## config.mk

```make
export PLATFORM = sky130hd
export DESIGN_NAME = fp_sum_normalizer
export DESIGN_NICKNAME = d
export VERILOG_FILES = /design/src/rtl/fp_add_pkg.sv /design/src/rtl/fp_round_pack.sv /design/src/rtl/fp_sum_normalizer.sv
export SDC_FILE = /design/constraint.sdc
export NUM_CORES = 1
export LEC_CHECK = 0
export ABC_AREA = 1
export CAP_MARGIN = 20
export CORE_ASPECT_RATIO = 0.7
export CORE_MARGIN = 3
export CORE_UTILIZATION = 45
export DETAILED_ROUTE_END_ITERATION = 10
export GPL_TIMING_DRIVEN = 0
export HOLD_SLACK_MARGIN = 0.06
export PLACE_DENSITY = 0.71
export SLEW_MARGIN = 40
export SYNTH_ARGS = -nofsm -noshare
export SYNTH_HDL_FRONTEND = slang
export SYNTH_SLANG_ARGS = --single-unit
```

## constraint.sdc

```tcl
create_clock -name clk -period 4.85 [get_ports clk]
set_clock_uncertainty 0.2 [all_clocks]
set_input_delay 0.97 -clock clk [delete_from_list [all_inputs] [get_ports clk]]
set_output_delay 0.97 -clock clk [all_outputs]
set_load 0.02 [all_outputs]
```

## src/rtl/fp_add_pkg.sv

```systemverilog
// Shared constants for the FP32 adder datapath: FSM encoding, mantissa word
// geometry and IEEE-754 single-precision special values.
package fp_add_pkg;

  localparam int MANT_W      = 49;
  localparam int HIDDEN_POS  = 47;
  localparam int GUARD_POS   = 23;
  localparam int COARSE_STEP = 8;

  // Exponent carried with two spare bits so +1 steps past 254 stay visible
  localparam int EXP_W = 10;

  localparam logic [1:0] ST_IDLE  = 2'd0;
  localparam logic [1:0] ST_NORM  = 2'd1;
  localparam logic [1:0] ST_ROUND = 2'd2;
  localparam logic [1:0] ST_OUT   = 2'd3;

  localparam logic [7:0]  EXP_INF  = 8'hFF;
  localparam logic [31:0] POS_ZERO = 32'h0000_0000;
  localparam logic [31:0] QNAN     = 32'h7FC0_0000;

endpackage

```

## src/rtl/fp_round_pack.sv

```systemverilog
// Round-to-nearest-even of a normalized magnitude and packing into an FP32
// word, with zero / inexact / overflow flags. Purely combinational.
module fp_round_pack
  import fp_add_pkg::*;
(
  input  logic                sign,
  input  logic                is_zero,
  input  logic [EXP_W-1:0]    exp,
  input  logic [HIDDEN_POS:0] mag,
  output logic [31:0]         result,
  output logic                flag_zero,
  output logic                flag_inexact,
  output logic                flag_overflow
);

  logic              lsb;
  logic              guard;
  logic              sticky;
  logic              round_up;
  logic [24:0]       rounded;
  logic [EXP_W-1:0]  exp_field;

  // A denormal (hidden bit clear) that rounds into bit 23 picks up exponent 1
  // straight from the rounded mantissa.
  always_comb begin
    lsb      = mag[GUARD_POS+1];
    guard    = mag[GUARD_POS];
    sticky   = |mag[GUARD_POS-1:0];
    round_up = guard && (sticky || lsb);
    rounded  = {1'b0, mag[HIDDEN_POS:GUARD_POS+1]} + 25'(round_up);

    if (mag[HIDDEN_POS])
      exp_field = exp + EXP_W'(rounded[24]);
    else
      exp_field = EXP_W'(rounded[23]);

    result        = {sign, exp_field[7:0], rounded[22:0]};
    flag_zero     = 1'b0;
    flag_inexact  = guard | sticky;
    flag_overflow = 1'b0;

    if (is_zero) begin
      result    = POS_ZERO;
      flag_zero = 1'b1;
    end else if (exp_field >= EXP_W'(EXP_INF)) begin
      result        = {sign, EXP_INF, 23'h0};
      flag_overflow = 1'b1;
    end
  end

endmodule

```

## src/rtl/fp_sum_normalizer.sv

```systemverilog
// FP32 adder back end: sums the two prepared mantissa words, normalizes over
// several cycles, rounds and packs, with valid/ready on both sides.
module fp_sum_normalizer #(
  parameter int COARSE_STEP = 8,
  parameter int MANT_W      = 49
) (
  input  logic              clk,
  input  logic              rst,
  input  logic              in_valid,
  output logic              in_ready,
  input  logic [MANT_W-1:0] op_1_f_pr,
  input  logic [MANT_W-1:0] op_2_f_pr,
  input  logic [7:0]        exp_max,
  output logic              out_valid,
  input  logic              out_ready,
  output logic [31:0]       result,
  output logic              flag_zero,
  output logic              flag_inexact,
  output logic              flag_overflow
);
  import fp_add_pkg::*;

  logic [1:0]        state;
  logic              sign;
  logic              zero;
  logic [MANT_W-1:0] mag;
  logic [EXP_W-1:0]  exp;

  logic [MANT_W:0]   sum;
  logic [MANT_W:0]   neg_sum;
  logic [MANT_W-1:0] sum_mag;

  logic [31:0]       rp_result;
  logic              rp_zero;
  logic              rp_inexact;
  logic              rp_overflow;

  // Operand magnitudes stay below 2^48, so |sum| always fits the 49-bit word.
  always_comb begin
    sum     = {op_1_f_pr[MANT_W-1], op_1_f_pr} + {op_2_f_pr[MANT_W-1], op_2_f_pr};
    neg_sum = -sum;
    sum_mag = sum[MANT_W] ? neg_sum[MANT_W-1:0] : sum[MANT_W-1:0];
  end

  assign in_ready  = (state == ST_IDLE);
  assign out_valid = (state == ST_OUT);

  fp_round_pack u_round_pack (
    .sign          (sign),
    .is_zero       (zero),
    .exp           (exp),
    .mag           (mag[HIDDEN_POS:0]),
    .result        (rp_result),
    .flag_zero     (rp_zero),
    .flag_inexact  (rp_inexact),
    .flag_overflow (rp_overflow)
  );

  always_ff @(posedge clk) begin
    if (rst) begin
      state         <= ST_IDLE;
      sign          <= 1'b0;
      zero          <= 1'b0;
      mag           <= '0;
      exp           <= '0;
      result        <= '0;
      flag_zero     <= 1'b0;
      flag_inexact  <= 1'b0;
      flag_overflow <= 1'b0;
    end else begin
      case (state)
        ST_IDLE: begin
          if (in_valid) begin
            sign  <= sum[MANT_W];
            zero  <= 1'b0;
            mag   <= sum_mag;
            exp   <= {2'b00, exp_max};
            state <= ST_NORM;
          end
        end
        ST_NORM: begin
          // Carry right-shift folds the lost bit into bit 0 so rounding still sees it.
          if (mag == '0) begin
            zero  <= 1'b1;
            state <= ST_ROUND;
          end else if (mag[MANT_W-1]) begin
            mag   <= {1'b0, mag[MANT_W-1:2], mag[1] | mag[0]};
            exp   <= exp + EXP_W'(1);
            state <= ST_ROUND;
          end else if (mag[HIDDEN_POS]) begin
            state <= ST_ROUND;
          end else if (exp == EXP_W'(1)) begin
            state <= ST_ROUND;
          end else if (mag[HIDDEN_POS -: COARSE_STEP] == '0 &&
                       exp > EXP_W'(COARSE_STEP)) begin
            mag <= mag << COARSE_STEP;
            exp <= exp - EXP_W'(COARSE_STEP);
          end else begin
            mag <= mag << 1;
            exp <= exp - EXP_W'(1);
          end
        end
        ST_ROUND: begin
          result        <= rp_result;
          flag_zero     <= rp_zero;
          flag_inexact  <= rp_inexact;
          flag_overflow <= rp_overflow;
          state         <= ST_OUT;
        end
        ST_OUT: begin
          if (out_ready) state <= ST_IDLE;
        end
        default: state <= ST_IDLE;
      endcase
    end
  end

endmodule

```

== Word-level counts from Yosys, hierarchy flattened ==
Index checks and enable logic that the tools add are counted.

* Logic and storage cells: 76
* Input port bits: 110
* Output and inout port bits: 37
* Register bits after elaboration: 98

* Magnitude comparators: 2
* Reductions and logical operators: 13
* Equality and inequality tests: 11
* Bitwise operators: 2
* Add/subtract/negate cells: 7
* Multiplexer cells: 31

{| class="wikitable"
|+ Operator list
! operator !! count
|-
| $mux 49 || 7
|-
| $pmux 49 s2 || 1
|-
| $mux 10 || 7
|-
| $add 49x49->50 || 1
|-
| $logic_not 49->1 || 1
|-
| $neg 49->49 || 1
|-
| $mux 32 || 1
|-
| $mux 31 || 1
|-
| $add 24x1->25 || 1
|-
| $reduce_or 23->1 || 1
|-
| $pmux 10 s2 || 1
|-
| $mux 2 || 6
|-
| $add 10x1->10 || 1
|-
| $add 10x1->10 const B || 1
|-
| $eq 10x1->1 const B || 1
|-
| $ge 10x8->1 const B || 1
|-
| $gt 10x4->1 const B || 1
|-
| $sub 10x1->10 const B || 1
|-
| $sub 10x4->10 const B || 1
|-
| $reduce_and 3->1 || 3
|-
| $logic_not 8->1 || 1
|-
| $pmux 2 s4 || 1
|-
| $ne 2x2->1 const B || 3
|-
| $ne 3x3->1 const B || 2
|-
| other kinds (13) || 20
|}

== Depth between registers and ports, before layout ==
* Depth in word-level cells: 9
* Depth in mapped cells: 35
* Mapped depth without buffers: 34

== Cells and area by module ==
From an unflattened synthesis, not the netlist that was laid out.

* Cells, all modules: 2,276
* Area, all modules: 12,323.1 um2

{| class="wikitable"
|+ Modules (own cells, without submodules)
! module !! cells an instance !! area an instance (um2) !! times used !! seq. area each (um2)
|-
| fp_sum_normalizer || 2,034 || 11,115.7 || 1 || 1,961.9
|-
| fp_round_pack || 242 || 1,207.4 || 1 || 0.0
|}

== Least setup slack after synthesis ==
No wires, ideal clock.

* Kind: register -> register
* From: register mag[23]
* To: register result[13]
* Setup slack: 0.637 ns
* Cell stages (with the launch flop): 36
* Required time: 4.518 ns
* Setup time: 0.132 ns
* Data arrival time: 3.881 ns
* Path buffers: 1
* Period minus slack after synthesis: 4.213 ns
* Path through: dfxtp_1 -> nand2_1 -> inv_1 -> ha_1 -> nand2_1 -> nor2_1 -> nand4_1 -> nor2_1 -> inv_1 -> nor2_1 -> nand3_1 -> nor2_1 -> nand3_1 -> inv_1 -> nand3_1 -> inv_1 -> nand2_1 -> nor2_1 -> nand2_1 -> nor4_1 -> ha_1 -> ha_1 -> nand2_1 -> nor2_1 -> inv_1 -> nor2_1 -> nand2_1 -> a21oi_1 -> o21ai_0 -> nor3_1 -> nand4_1 -> nand2_1 -> nor2_4 -> buf_6 -> nand3_1 -> a21oi_1

* Cells in the longest elaborated chain, start to end: 7

{| class="wikitable"
|+ Ends and longest elaborated chain
! what !! line !! source
|-
| start: declaration || fp_sum_normalizer.sv:26 || <nowiki>logic [MANT_W-1:0] mag;</nowiki>
|-
| start signal: assignment || fp_sum_normalizer.sv:76 || <nowiki>mag <= sum_mag;</nowiki>
|-
| start signal: assignment || fp_sum_normalizer.sv:87 || <nowiki>mag <= {1'b0, mag[MANT_W-1:2], mag[1] | mag[0]};</nowiki>
|-
| start signal: assignment || fp_sum_normalizer.sv:96 || <nowiki>mag <= mag << COARSE_STEP;</nowiki>
|-
| $logic_and 1x1->1 (*) || fp_round_pack.sv:29 || <nowiki>round_up = guard && (sticky || lsb);</nowiki>
|-
| $add 24x1->25 (*) || fp_round_pack.sv:30 || <nowiki>rounded = {1'b0, mag[HIDDEN_POS:GUARD_POS+1]} + 25'(round_up);</nowiki>
|-
| $add 10x1->10 || fp_round_pack.sv:33 || <nowiki>exp_field = exp + EXP_W'(rounded[24]);</nowiki>
|-
| $mux 10 || fp_round_pack.sv:32 || <nowiki>if (mag[HIDDEN_POS])</nowiki>
|-
| $ge 10x8->1 || fp_round_pack.sv:45 || <nowiki>end else if (exp_field >= EXP_W'(EXP_INF)) begin</nowiki>
|-
| $mux 31 (*) || fp_round_pack.sv:45 ||
|-
| $mux 32 (*) || fp_round_pack.sv:42 || <nowiki>if (is_zero) begin</nowiki>
|-
| end signal: assignment || fp_sum_normalizer.sv:104 || <nowiki>result <= rp_result;</nowiki>
|-
| end: declaration || fp_sum_normalizer.sv:16 || <nowiki>output logic [31:0] result,</nowiki>
|}

Every way passes the cells marked *; elsewhere a longest branch is shown, timed or not.
A chain may end at the register's enable or synchronous reset.

== Worst setup path after layout ==
* From: input port op_2_f_pr[0]
* To: register mag[48]

* Cells in the longest elaborated chain, start to end: 5

{| class="wikitable"
|+ Ends and longest elaborated chain
! what !! line !! source
|-
| start: declaration || fp_sum_normalizer.sv:12 || <nowiki>input logic [MANT_W-1:0] op_2_f_pr,</nowiki>
|-
| $add 49x49->50 (*) || fp_sum_normalizer.sv:40 || <nowiki>sum = {op_1_f_pr[MANT_W-1], op_1_f_pr} + {op_2_f_pr[MANT_W-1], op_2_f_pr};</nowiki>
|-
| $neg 49->49 || fp_sum_normalizer.sv:41 || <nowiki>neg_sum = -sum;</nowiki>
|-
| $mux 49 (*) || fp_sum_normalizer.sv:42 || <nowiki>sum_mag = sum[MANT_W] ? neg_sum[MANT_W-1:0] : sum[MANT_W-1:0];</nowiki>
|-
| $mux 49 (*) || fp_sum_normalizer.sv:73 || <nowiki>if (in_valid) begin</nowiki>
|-
| $pmux 49 s2 (*) || fp_sum_normalizer.sv:71 || <nowiki>case (state)</nowiki>
|}

Every way passes the cells marked *; elsewhere a longest branch is shown, timed or not. The select of a mux whose other input is x is not followed.

==> run metrics <==
FF-to-FF End=result[20]$_SDFFE_PP0P_; fin area=14,630 um2; Max Freq=214.6 MHz; placed cells=2,667; first-pass GRT wire length=73,970 um; Synth Flop Type=dfxtp_1; arrival time at the worst endpoint=4.75 ns; vias=14,980; final WL=48,170 um; total clock buffers created by CTS=9; Hold Crit Class=flip-flop to flip-flop; Port Buffers=145; commonest cells after routing, fill and taps aside=652 x nand2_1, 288 x inv_1, 202 x nor2_1, 166 x nand3_1, 145 x clkdlybuf4s50_1; H-tree level count=3; worst hold margin=0.2646 ns; CP Launch Type=primary input; I/O Pins=147; layout cell share with drive strength beyond 1=0.09597; CP Capture Type=flip-flop; worst-margin pin slew=0.8687 ns; CTS tree=built; clk sinks=98; Hold-fix buffers, CTS=0; #FFs+latches synth=98; DIE HEIGHT=141.9 um; FILL cells=2,686; via count of the first global-routing pass=13,260; Netlist Area Pre-Place=11,880 um2; number of max-cap violations=0; slew margin rel.=0.4209; grt total ovfl=0; Routed Antenna Nets=0; Initial Utilization=0.4602; DR pass1 iterations=6; CTS clock-pin slew for the worst setup and hold paths=0.07 ns; FF-to-FF setup slack=0.24 ns; most common cell after layout, fill and taps aside=nand2_1; dominant cells by area after synthesis=nand2_1 21%, dfxtp_1 17%, inv_1 9.3%; fin. max-slew vios=0; Layout area overhead=23.16%; post-synthesis sequential area ratio=0.1652; Post-Synthesis Cells=2,165; drt wl/cell=17.76 um; reg2reg path depth=35; RSZ-0062 raised after global routing=true; Yosys cell types=54; total track usage=0.3255; DRC viols=0; Clock Root Buffer=clkbuf_16; Detail Placement HPWL=39,550 um; Mapped Avg Cell Area=5.487 um2; core area=25,810 um2; total power=5.745 mW; Leakage=6.847 nW; initial antenna violation count=0; die area=28,410 um2; period utilization=0.9607; post-synth top area cell=nand2_1; min Tclk post-route=4.659 ns; Clock Path Buffers=2; Critical Path RT=4.94 ns; Synth Warn #=0; status=complete, no violations; hold depth=2; final non-filler cell total=2,712; setup ws final=0.1908 ns; Vias/cell=5.522; Peak VDD IR=0.2572 mV; row cnt=49; Routability Congestion=0.9748; pre-CTS WS=-0.6043 ns; worst-path fanout max=4; Hold Path Sink=result[29]$_SDFFE_PP0P_; HP Start=result[29]$_SDFFE_PP0P_; Die X-Extent=200.2 um; EDFF count, synth=0; Area after DPL=13,780 um2; Power Density=392.7 nW/um2; critical path type=primary input to flip-flop; largest net degree at the start of global routing=17; Yosys top cell area share=0.2108; Setup Viol. Count Final=0; syn_nets=2,339; reg2reg start=mag[23]$_SDFFE_PP0P_; nets=2,524; n_diodes=0; initial DRC count=1,929; Post-synth ARST share=0; Clock Latency Late Sink=0.36 ns; final hold vios=0
-- cell usage after synthesis, drive strengths merged (10+ instances only) --
| cell | count |
|---|---|
| nand3 | 187 |
| buf | 18 |
| nand4 | 48 |
| inv | 319 |
| nand2 | 693 |
| o21bai | 12 |
| dfxtp | 98 |
| xor2 | 10 |
| nor3 | 35 |
| nor2 | 236 |
| nand3b | 19 |
| clkbuf | 51 |
| o22ai | 23 |
| a31oi | 17 |
| nor4 | 11 |
| ha | 63 |
| a21oi | 129 |
| o21ai | 124 |
-- worst max-delay path by stage --
stage,endpoint,start,cells after the start,slack (ns)
after floorplan,result[13]$_SDFFE_PP0P_,mag[23]$_SDFFE_PP0P_,35,0.64
after global placement,result[8]$_SDFFE_PP0P_,mag[23]$_SDFFE_PP0P_,35,-0.56
after detailed placement,result[8]$_SDFFE_PP0P_,mag[23]$_SDFFE_PP0P_,34,-0.60
after CTS,result[6]$_SDFFE_PP0P_,mag[24]$_SDFFE_PP0P_,35,0.002
after global routing,result[6]$_SDFFE_PP0P_,mag[23]$_SDFFE_PP0P_,35,-0.12
final,mag[48]$_SDFFE_PP0P_,op_2_f_pr[0],21,0.19
-- where the power goes --
part	switching (mW)	total [mW]	internal [mW]
combinational	2.49	3.63	1.14
clock	0.344	0.799	0.455
sequential	0.277	1.32	1.04
-- cell families (layout without fill, tap and decap cells) --
group / count (synthesis) / count (layout) / synth area share
flip-flops: 98 / 98 / 0.1652
multiplexers: 7 / 7 / 0.005899
AND/OR/NAND/NOR: 1237 / 1237 / 0.4557
AO/OA/AOI/OAI: 351 / 351 / 0.1680
buffers and inverters: 396 / 586 / 0.1278
XOR/XNOR: 12 / 12 / 0.009481
adder cells (fa/ha/maj): 64 / 64 / 0.06804
-- flip-flops by register name (all words and copies together) (netlist names) --
signal / flops
mag: 49
result: 32
exp: 10
state: 2
flag_inexact: 1
flag_overflow: 1
flag_zero: 1
sign: 1
zero: 1
-- layer usage --
metal  part of all wire  wire (um)  GRT usage  vias up
li1                   -          -          -     7414
met1               0.49      23750     0.5083     6776
met2               0.37      17700     0.4285      757
met3               0.13       6337     0.1202       29
met4             0.0078        374    0.03497        0
met5                  0          0          0        -
-- critical path, stage by stage --
cell	delay (ns)
clkdlybuf4s50_1	0.47
ha_2	0.22
inv_1	0.06
fa_1	0.53
ha_1	0.19
inv_1	0.07
a21oi_1	0.11
nand3_1	0.14
nor2_1	0.15
nand3_1	0.14
nor2_2	0.17
nand2_1	0.08
nor2_2	0.22
nand4_1	0.18
nor2_1	0.37
nand3_1	0.13
nand2_1	0.10
nand2_1	0.05
nand2_1	0.06
nand3_2	0.14
a21oi_1	0.19
-- repair_timing --
action                                  CTS  global route
hold endpoints to repair                  0             0
pin swaps                                12            17
setup buffers                            22             6
cloned                                    1             0
endpoints found under the setup margin   31            35
gates resized for setup                  25            67
-- stage by stage --
step | setup TNS [ns] | util
6_report | 0 | 0.5668
5_1_grt | -1.648 | 0.5668
4_1_cts | 0 | 0.5555
3_5_place_dp | -16.27 | 0.5338
3_3_place_gp | -15.26 | 0.5338
2_1_floorplan | 0 | -
-- area by class of cell --
cell class / count / area, um2 / area share
buffer: 69 / 290.3 / 0.01984
clock buffer: 10 / 229.0 / 0.01565
clock inverter: 6 / 90.09 / 0.006158
inverter: 327 / 1230 / 0.08407
multi-input combinational: 1671 / 8686 / 0.5937
sequential: 98 / 1971 / 0.1347
tap: 357 / 446.7 / 0.03053
timing repair buffer: 174 / 1688 / 0.1154
No activity file was read; power rests on OpenSTA's default activity.
